## src/rtl/cuckoo_pkg.sv

```systemverilog
// Shared definitions for the cuckoo page-table stages: entry layout, walker
// state encoding, op encoding and the two-way hash functions.
package cuckoo_pkg;

  localparam int VPN_W   = 16;
  localparam int TAG_W   = 5;
  localparam int PPN_W   = 6;
  localparam int IDX_W   = 11;
  localparam int ADDR_W  = IDX_W + 1;        // way bit + index
  localparam int ENT_W   = 1 + TAG_W + PPN_W; // {valid, tag, ppn}
  localparam int VALID_B = ENT_W - 1;
  localparam int TAG_LSB = PPN_W;
  localparam logic [ADDR_W-1:0] ADDR_MAX = '1;

  typedef struct packed {
    logic             valid;
    logic [TAG_W-1:0] tag;
    logic [PPN_W-1:0] ppn;
  } entry_t;

  typedef enum logic [2:0] {
    S_INIT, S_IDLE, S_RD0, S_CHK0, S_RD1, S_CHK1, S_WR, S_RESP
  } state_e;

  typedef enum logic {
    OP_LOOKUP = 1'b0,
    OP_INSERT = 1'b1
  } op_e;

  function automatic logic [TAG_W-1:0] vpn_tag(input logic [VPN_W-1:0] vpn);
    return vpn[VPN_W-1 -: TAG_W];
  endfunction

  function automatic logic [IDX_W-1:0] hash_h0(input logic [VPN_W-1:0] vpn);
    return vpn[IDX_W-1:0];
  endfunction

  // Tag replicated across the index so entries sharing an h0 slot but with
  // different tags scatter to different way-1 slots.
  function automatic logic [IDX_W-1:0] hash_h1(input logic [VPN_W-1:0] vpn);
    logic [TAG_W-1:0] t;
    t = vpn_tag(vpn);
    return vpn[IDX_W-1:0] ^ {t, t, t[0]};
  endfunction

endpackage

```

## src/rtl/cuckoo_hash.sv

```systemverilog
// Combinational slot computation for a VPN.
//   vpn_i   : virtual page number
//   tag_o   : tag stored in / compared against an entry
//   addr0_o : way-0 memory address {0, h0}
//   addr1_o : way-1 memory address {1, h1}
module cuckoo_hash
  import cuckoo_pkg::*;
(
  input  logic [15:0] vpn_i,
  output logic [4:0]  tag_o,
  output logic [11:0] addr0_o,
  output logic [11:0] addr1_o
);

  assign tag_o   = vpn_tag(vpn_i);
  assign addr0_o = {1'b0, hash_h0(vpn_i)};
  assign addr1_o = {1'b1, hash_h1(vpn_i)};

endmodule

```

## src/rtl/cuckoo_walker.sv

```systemverilog
// Two-way cuckoo walk engine; sole master of the 4096 x 12 page-table memory.
// Sweeps the memory to zero after reset, then serves lookup/insert requests.
//   clk, rst            : clock, async active-high reset
//   req_*_i / req_ready_o : request channel (op, vpn, ppn)
//   resp_*_o / resp_ready_i : response channel (hit, ok, way, ppn)
//   mem_*               : single-cycle read/write port, read data one cycle late
module cuckoo_walker
  import cuckoo_pkg::*;
#(
  parameter bit INIT_ON_RESET = 1'b1
) (
  input  logic        clk,
  input  logic        rst,
  input  logic        req_valid_i,
  output logic        req_ready_o,
  input  logic        req_op_i,
  input  logic [15:0] req_vpn_i,
  input  logic [5:0]  req_ppn_i,
  output logic        resp_valid_o,
  input  logic        resp_ready_i,
  output logic        resp_hit_o,
  output logic        resp_ok_o,
  output logic        resp_way_o,
  output logic [5:0]  resp_ppn_o,
  output logic [11:0] mem_addr_o,
  output logic [11:0] mem_wdata_o,
  input  logic [11:0] mem_rdata_i,
  output logic        mem_wr_en_o,
  output logic        mem_rd_en_o
);

  localparam state_e RST_STATE = INIT_ON_RESET ? S_INIT : S_IDLE;

  state_e            state_q, state_d;
  logic [11:0]       cnt_q, cnt_d;
  op_e               op_q, op_d;
  logic [15:0]       vpn_q, vpn_d;
  logic [5:0]        ppn_q, ppn_d;
  logic              w0e_q, w0e_d;   // way 0 was empty on this insert
  logic              hit_q, hit_d;
  logic              ok_q, ok_d;
  logic              way_q, way_d;   // also selects the WR target
  logic [5:0]        rppn_q, rppn_d;

  logic [4:0]        tag;
  logic [11:0]       addr0, addr1;
  entry_t            rd;
  logic              match;

  cuckoo_hash u_hash (
    .vpn_i   (vpn_q),
    .tag_o   (tag),
    .addr0_o (addr0),
    .addr1_o (addr1)
  );

  assign rd    = entry_t'(mem_rdata_i);
  assign match = rd.valid && (rd.tag == tag);

  always_ff @(posedge clk or posedge rst) begin
    if (rst) begin
      state_q <= RST_STATE;
      cnt_q   <= '0;
      op_q    <= OP_LOOKUP;
      vpn_q   <= '0;
      ppn_q   <= '0;
      w0e_q   <= 1'b0;
      hit_q   <= 1'b0;
      ok_q    <= 1'b0;
      way_q   <= 1'b0;
      rppn_q  <= '0;
    end else begin
      state_q <= state_d;
      cnt_q   <= cnt_d;
      op_q    <= op_d;
      vpn_q   <= vpn_d;
      ppn_q   <= ppn_d;
      w0e_q   <= w0e_d;
      hit_q   <= hit_d;
      ok_q    <= ok_d;
      way_q   <= way_d;
      rppn_q  <= rppn_d;
    end
  end

  always_comb begin
    state_d = state_q;
    cnt_d   = cnt_q;
    op_d    = op_q;
    vpn_d   = vpn_q;
    ppn_d   = ppn_q;
    w0e_d   = w0e_q;
    hit_d   = hit_q;
    ok_d    = ok_q;
    way_d   = way_q;
    rppn_d  = rppn_q;
    case (state_q)
      S_INIT: begin
        cnt_d = cnt_q + 12'd1;
        if (cnt_q == ADDR_MAX) state_d = S_IDLE;
      end
      S_IDLE: begin
        if (req_valid_i) begin
          op_d    = op_e'(req_op_i);
          vpn_d   = req_vpn_i;
          ppn_d   = req_ppn_i;
          w0e_d   = 1'b0;
          hit_d   = 1'b0;
          ok_d    = 1'b0;
          way_d   = 1'b0;
          rppn_d  = '0;
          state_d = S_RD0;
        end
      end
      S_RD0: state_d = S_CHK0;
      S_CHK0: begin
        if (op_q == OP_LOOKUP) begin
          if (match) begin
            hit_d   = 1'b1;
            ok_d    = 1'b1;
            way_d   = 1'b0;
            rppn_d  = rd.ppn;
            state_d = S_RESP;
          end else begin
            state_d = S_RD1;
          end
        end else if (match) begin
          hit_d   = 1'b1;
          way_d   = 1'b0;
          state_d = S_WR;
        end else begin
          w0e_d   = ~rd.valid;
          state_d = S_RD1;
        end
      end
      S_RD1: state_d = S_CHK1;
      S_CHK1: begin
        if (op_q == OP_LOOKUP) begin
          ok_d    = 1'b1;
          state_d = S_RESP;
          if (match) begin
            hit_d  = 1'b1;
            way_d  = 1'b1;
            rppn_d = rd.ppn;
          end
        end else if (match) begin
          hit_d   = 1'b1;
          way_d   = 1'b1;
          state_d = S_WR;
        end else if (w0e_q) begin
          way_d   = 1'b0;
          state_d = S_WR;
        end else if (!rd.valid) begin
          way_d   = 1'b1;
          state_d = S_WR;
        end else begin
          ok_d    = 1'b0;     // both ways hold other tags; no eviction
          state_d = S_RESP;
        end
      end
      S_WR: begin
        ok_d    = 1'b1;
        state_d = S_RESP;
      end
      S_RESP: if (resp_ready_i) state_d = S_IDLE;
      default: state_d = RST_STATE;
    endcase
  end

  // Memory port decoded straight from state so the sweep writes address 0
  // in the first cycle after reset release. The strobes that are live in the
  // reset state are masked by rst so they drop while reset is held.
  always_comb begin
    mem_addr_o  = '0;
    mem_wdata_o = '0;
    mem_wr_en_o = 1'b0;
    mem_rd_en_o = 1'b0;
    case (state_q)
      S_INIT: begin
        mem_addr_o  = cnt_q;
        mem_wr_en_o = ~rst;
      end
      S_RD0: begin
        mem_addr_o  = addr0;
        mem_rd_en_o = 1'b1;
      end
      S_RD1: begin
        mem_addr_o  = addr1;
        mem_rd_en_o = 1'b1;
      end
      S_WR: begin
        mem_addr_o  = way_q ? addr1 : addr0;
        mem_wdata_o = {1'b1, tag, ppn_q};
        mem_wr_en_o = 1'b1;
      end
      default: ;
    endcase
  end

  assign req_ready_o  = (state_q == S_IDLE) & ~rst;
  assign resp_valid_o = (state_q == S_RESP);
  assign resp_hit_o   = hit_q;
  assign resp_ok_o    = ok_q;
  assign resp_way_o   = way_q;
  assign resp_ppn_o   = rppn_q;

endmodule

```

## config.mk

```make
export PLATFORM = sky130hd
export DESIGN_NAME = cuckoo_walker
export DESIGN_NICKNAME = d
export VERILOG_FILES = /design/src/rtl/cuckoo_pkg.sv /design/src/rtl/cuckoo_hash.sv /design/src/rtl/cuckoo_walker.sv
export SDC_FILE = /design/constraint.sdc
export NUM_CORES = 1
export LEC_CHECK = 0
export ABC_AREA = 1
export CAP_MARGIN = 20
export CORE_ASPECT_RATIO = 1.1
export CORE_MARGIN = 2
export CORE_UTILIZATION = 60
export DETAILED_ROUTE_END_ITERATION = 8
export DONT_BUFFER_PORTS = 1
export PLACE_DENSITY = 0.76
export SYNTH_ARGS = -nofsm -noshare
export SYNTH_HDL_FRONTEND = slang
export SYNTH_SLANG_ARGS = --single-unit
```

## constraint.sdc

```tcl
create_clock -name clk -period 4.7 [get_ports clk]
set_input_delay 1.175 -clock clk [delete_from_list [all_inputs] [get_ports clk]]
set_output_delay 1.175 -clock clk [all_outputs]
set_load 0.02 [all_outputs]
```

After elaboration in Yosys (flattened, before gate mapping) --
Index checks and enable logic that the tools add are counted.
Storage, ports and cells: register bits after elaboration 48, input port bits 39, output and inout port bits 37, logic and storage cells 91
Operators by class: $add $sub $neg 1, equality and inequality tests 23, mux-type cells 38, bitwise logic cells 4, reduce and logical (&&, ||, !) cells 15
Operators by type and width (number):
- $pmux W12 S4 | 1
- $mux W12 | 2
- $pmux W3 S8 | 1
- $mux W1 | 19
- $mux W6 | 3
- $ne A2 B2 Y1 const B | 7
- $add A12 B1 Y12 const B | 1
- $eq A12 B12 Y1 const B | 1
- $eq A3 B3 Y1 const B | 4
- $mux W3 | 4
- $ne A3 B3 Y1 const B | 4
- $pmux W6 S2 | 1
- $xor A11 B11 Y11 | 1
- $reduce_and A4 Y1 | 2
- $reduce_and A7 Y1 | 1
- $eq A3 B2 Y1 const B | 2
- $pmux W1 S2 | 3
- $reduce_and A3 Y1 | 2
- $eq A5 B5 Y1 | 1
- $reduce_and A5 Y1 | 1
- $mux W2 | 2
- $ne A2 B1 Y1 const B | 2
- $ne A4 B4 Y1 const B | 1
- $pmux W1 S4 | 1
- 11 further kinds | 14

Longest topological paths before layout --
depth in word-level cells 5, mapped depth 11, mapped depth without buffers 10

By module --
From an unflattened synthesis, not the netlist that was laid out.
Unflattened totals: cell total of the unflattened synthesis 455, area total of the unflattened synthesis 3136.8 um^2
Modules (own cells, without submodules):
- cuckoo_walker | times used 1, cells each 386, area an instance 2810.2 um^2, seq. area each 1201.2 um^2
- cuckoo_hash | times used 1, cells each 69, area an instance 326.6 um^2, seq. area each 0.0 um^2

Worst setup path before layout --
No wires, ideal clock.
path kind in2out, start input port rst, end output port mem_wr_en_o, arrival time 1.661 ns, required time 3.525 ns, setup slack 1.864 ns, stages on the path 1, path buffers 0, cell sequence o21ai_0
On the way: word-level cells in the longest chain between the ends 2
Ends and longest elaborated chain:
- start: declaration | RTL line cuckoo_walker.sv:13 | input logic rst,
- $not A1 Y1 | RTL line cuckoo_walker.sv:181 | mem_wr_en_o = ~rst;
- $pmux W1 S2 | RTL line cuckoo_walker.sv:178 | case (state_q)
- end: declaration | RTL line cuckoo_walker.sv:28 | output logic mem_wr_en_o,
Every way passes these cells.

Final worst setup path --
start register state_q[0], end output port mem_addr_o[2]
On the way: word-level cells in the longest chain between the ends 2, elaborated cells on any way between the ends 5, classes of those cells 3 x eq/ne; 1 x mux; 1 x reduce/logical
Ends and longest elaborated chain:
- start: declaration | RTL line cuckoo_walker.sv:34 | state_e state_q, state_d;
- start signal: assignment | RTL line cuckoo_walker.sv:73 | state_q <= state_d;
- $eq A3 B3 Y1 (tied with other cells) | RTL line cuckoo_walker.sv:178
- $pmux W12 S4 * | RTL line cuckoo_walker.sv:178
- end: declaration | RTL line cuckoo_walker.sv:25 | output logic [11:0] mem_addr_o,
Mark *: on every way between the ends. The rest lies on a longest branch, timed or not.

==> flow_metrics.env <==
export IMPL_synth_main_ff_cell="dfrtp_1"
export IMPL_fin_nets=400
export IMPL_io_buffers=0
export IMPL_antenna_left=0
export IMPL_endpoint_kind="output pin"
export IMPL_synth_area_top_cells="dfrtp_1 (45%), nand2_1 (16%), inv_1 (7.1%)"
export IMPL_placed_area_um2=2670
export IMPL_yosys_top_cells_count="nand2_1 (112), inv_1 (50), dfrtp_1 (48)"
export IMPL_ctsHoldBuffers=0
export IMPL_drt_vias_per_instance=5.46
export IMPL_drt_total_wl_mm=5.91
export IMPL_yosysWarnings=0
export IMPL_wl_per_cell_um=14.2
export IMPL_worstSkewPairLatency_ps=300
export IMPL_synth_seq_cells=48
export IMPL_worstMarginPinSlew_ps=749
export IMPL_antenna_cells=0
export IMPL_yosysTopAreaCell="dfrtp_1"
export IMPL_leakage_nw=1.40
export IMPL_grt_util_all_layers_pct=26.6
export IMPL_antenna_found_initial=0
export IMPL_stdcell_area_um2=2810
export IMPL_maxSlewHeadroom_pct=49.6
export IMPL_max_cap_violations=0
export IMPL_gp_congestion=0.845
export IMPL_rsz0062_at_grt="false"
export IMPL_dp_slack_ps=1630
export IMPL_skew_ps=5.87
export IMPL_hold_path_depth=2
export IMPL_synth_top_area_share_pct=45.3
export IMPL_pwr_density_cell_nw_per_um2=659
export IMPL_drv_slew=0
export IMPL_status="finished clean"
export IMPL_fin_tns_setup_ps=0
export IMPL_crit_arrival_ps=2240
export IMPL_syn_inst=360
export IMPL_overflow=0
export IMPL_cts_resized=0
export IMPL_drive_gt1_share_pct=7.76
export IMPL_drt_pass1_iter_count=4
export IMPL_dieArea_um2=4970
export IMPL_ir_drop_v=0.000365
export IMPL_cts_sinks=48
export IMPL_core_area_um2=4290
export IMPL_path_clk_slew_ps=90
export IMPL_die_x_um=67.4
export IMPL_required_ps=3520
export IMPL_cts_setup_buffers=0
export IMPL_fin_crit_ps=3410
export IMPL_period_share_pct=72.6
export IMPL_r2r_worst_path_cells=6
export IMPL_synth_seq_area_share_pct=45.3
export IMPL_synth_edf_count=0
export IMPL_setup_viol=0
export IMPL_critPathMaxFanout=16
export IMPL_holdCritPathClass="flop to flop"
export IMPL_cts_made_buffers=5
export IMPL_utilization_pct=65.5
export IMPL_post_synth_top_count_cell="nand2_1"
export IMPL_num_rows=25
export IMPL_async_flop_share_pct=100
export IMPL_cts_tree="done"
export IMPL_finalHoldViolCount=0
export IMPL_drc=0
export IMPL_max_clock_path_buffers=2
export IMPL_grt_pass1_vias=2138
export IMPL_syn_num_nets=400
export IMPL_num_io_pins=76
export IMPL_start_kind="flop"
export IMPL_dp_hpwl_mm=4.51
export IMPL_syn2layout_area_growth_pct=5.80
export IMPL_ys_types=28
export IMPL_vias=2266
export IMPL_first_iter_violations=143
export IMPL_fmax_mhz=293
export IMPL_setup_ws_ps=1290
export IMPL_root_buffer="clkbuf_8"
export IMPL_synth_area_um2=2650
export IMPL_grt_max_degree=49
export IMPL_initial_core_util_pct=61.9
export IMPL_htree_levels=2
export IMPL_grt_pass1_wl_mm=9.82
export IMPL_syn_area_per_cell_um2=7.36
export IMPL_die_h_um=73.7
export IMPL_worst_setup_path_type="flop to output pin"
[cell type report]
type | instances | area (um2)
fill | 378 | 1480
multi-input combinational | 251 | 1200
sequential | 48 | 1200
inverter | 52 | 195
clock buffer | 5 | 68.8
tap | 54 | 67.6
clock inverter | 3 | 42.5
timing repair buffer | 2 | 27.5
[report_power, final]
part / switching [mW] / internal [mW] / leakage (nW)
Sequential: 0.155 / 0.568 / 0.613
Clock: 0.142 / 0.158 / 0.0541
Combinational: 0.596 / 0.229 / 0.736
Total: 0.893 / 0.955 / 1.40
[path summary, 6_finish.rpt]
check	slack [ps]	to	startpoint
worst min-delay path	510	vpn_q[2]	vpn_q[2]
min in group asynchronous	620	resp_way_o	rst
max in group asynchronous	3640	vpn_q[10]	rst
worst min register to register	510	vpn_q[2]	vpn_q[2]
worst max-delay path	1290	mem_addr_o[2]	state_q[0]
worst max register to register	2740	vpn_q[13]	state_q[2]
[routing by layer]
layer / routed length (um) / vias to the layer above / global-route usage (%)
met3: 426 / 16 / 7.50
met2: 2780 / 84 / 41.7
li1: - / 1142 / -
met4: 168 / 0 / 11.1
met1: 2530 / 1024 / 34.6
met5: 0 / - / 0
[layout by cell type (no fill, tap or decap), drive strengths merged]
master    count
o21bai        1
a21boi        3
buf           2
a21oi         5
nand2       116
o221ai        5
clkinvlp      1
ha            1
nor4          1
o21ai        30
nand4         4
inv          52
clkbuf        5
bufinv        1
a22oi         1
o211ai        6
dfrtp        48
nor3          3
xor2          8
nand3        25
nor2         42
clkinv        1
[kinds of logic after synthesis]
logic type	count (synthesis)	share of synthesized area (%)
and+or+nand+nor	191	30.1
buffers and inverters	61	9.44
AOI/OAI and AO/OA	51	12.1
DFF	48	45.3
xor gates and xnor gates	8	2.64
adders and majority gates	1	0.472
[state kept, by name, summed over array words and instances, names as in the netlist]
name,count
resp_ppn_o,6
vpn_q,16
ppn_q,6
resp_ok_o,1
resp_way_o,1
op_q,1
state_q,3
resp_hit_o,1
cnt_q,12
w0e_q,1
[stage by stage]
step	power [mW]	std cells	hold slack (ps)
2_1_floorplan	1.41	360	463
3_3_place_gp	1.52	406	485
3_5_place_dp	1.55	406	489
4_1_cts	1.85	414	511
5_1_grt	2.02	415	541
6_report	1.85	415	513
[worst max-delay path, stage by stage (launching register included)]
cell and delay [ps]:
dfrtp_1 470, nor2_1 230, nand2_2 250, o21ai_2 420, nand2_1 130, o211ai_1 430
(Power assumes the default switching activity.)
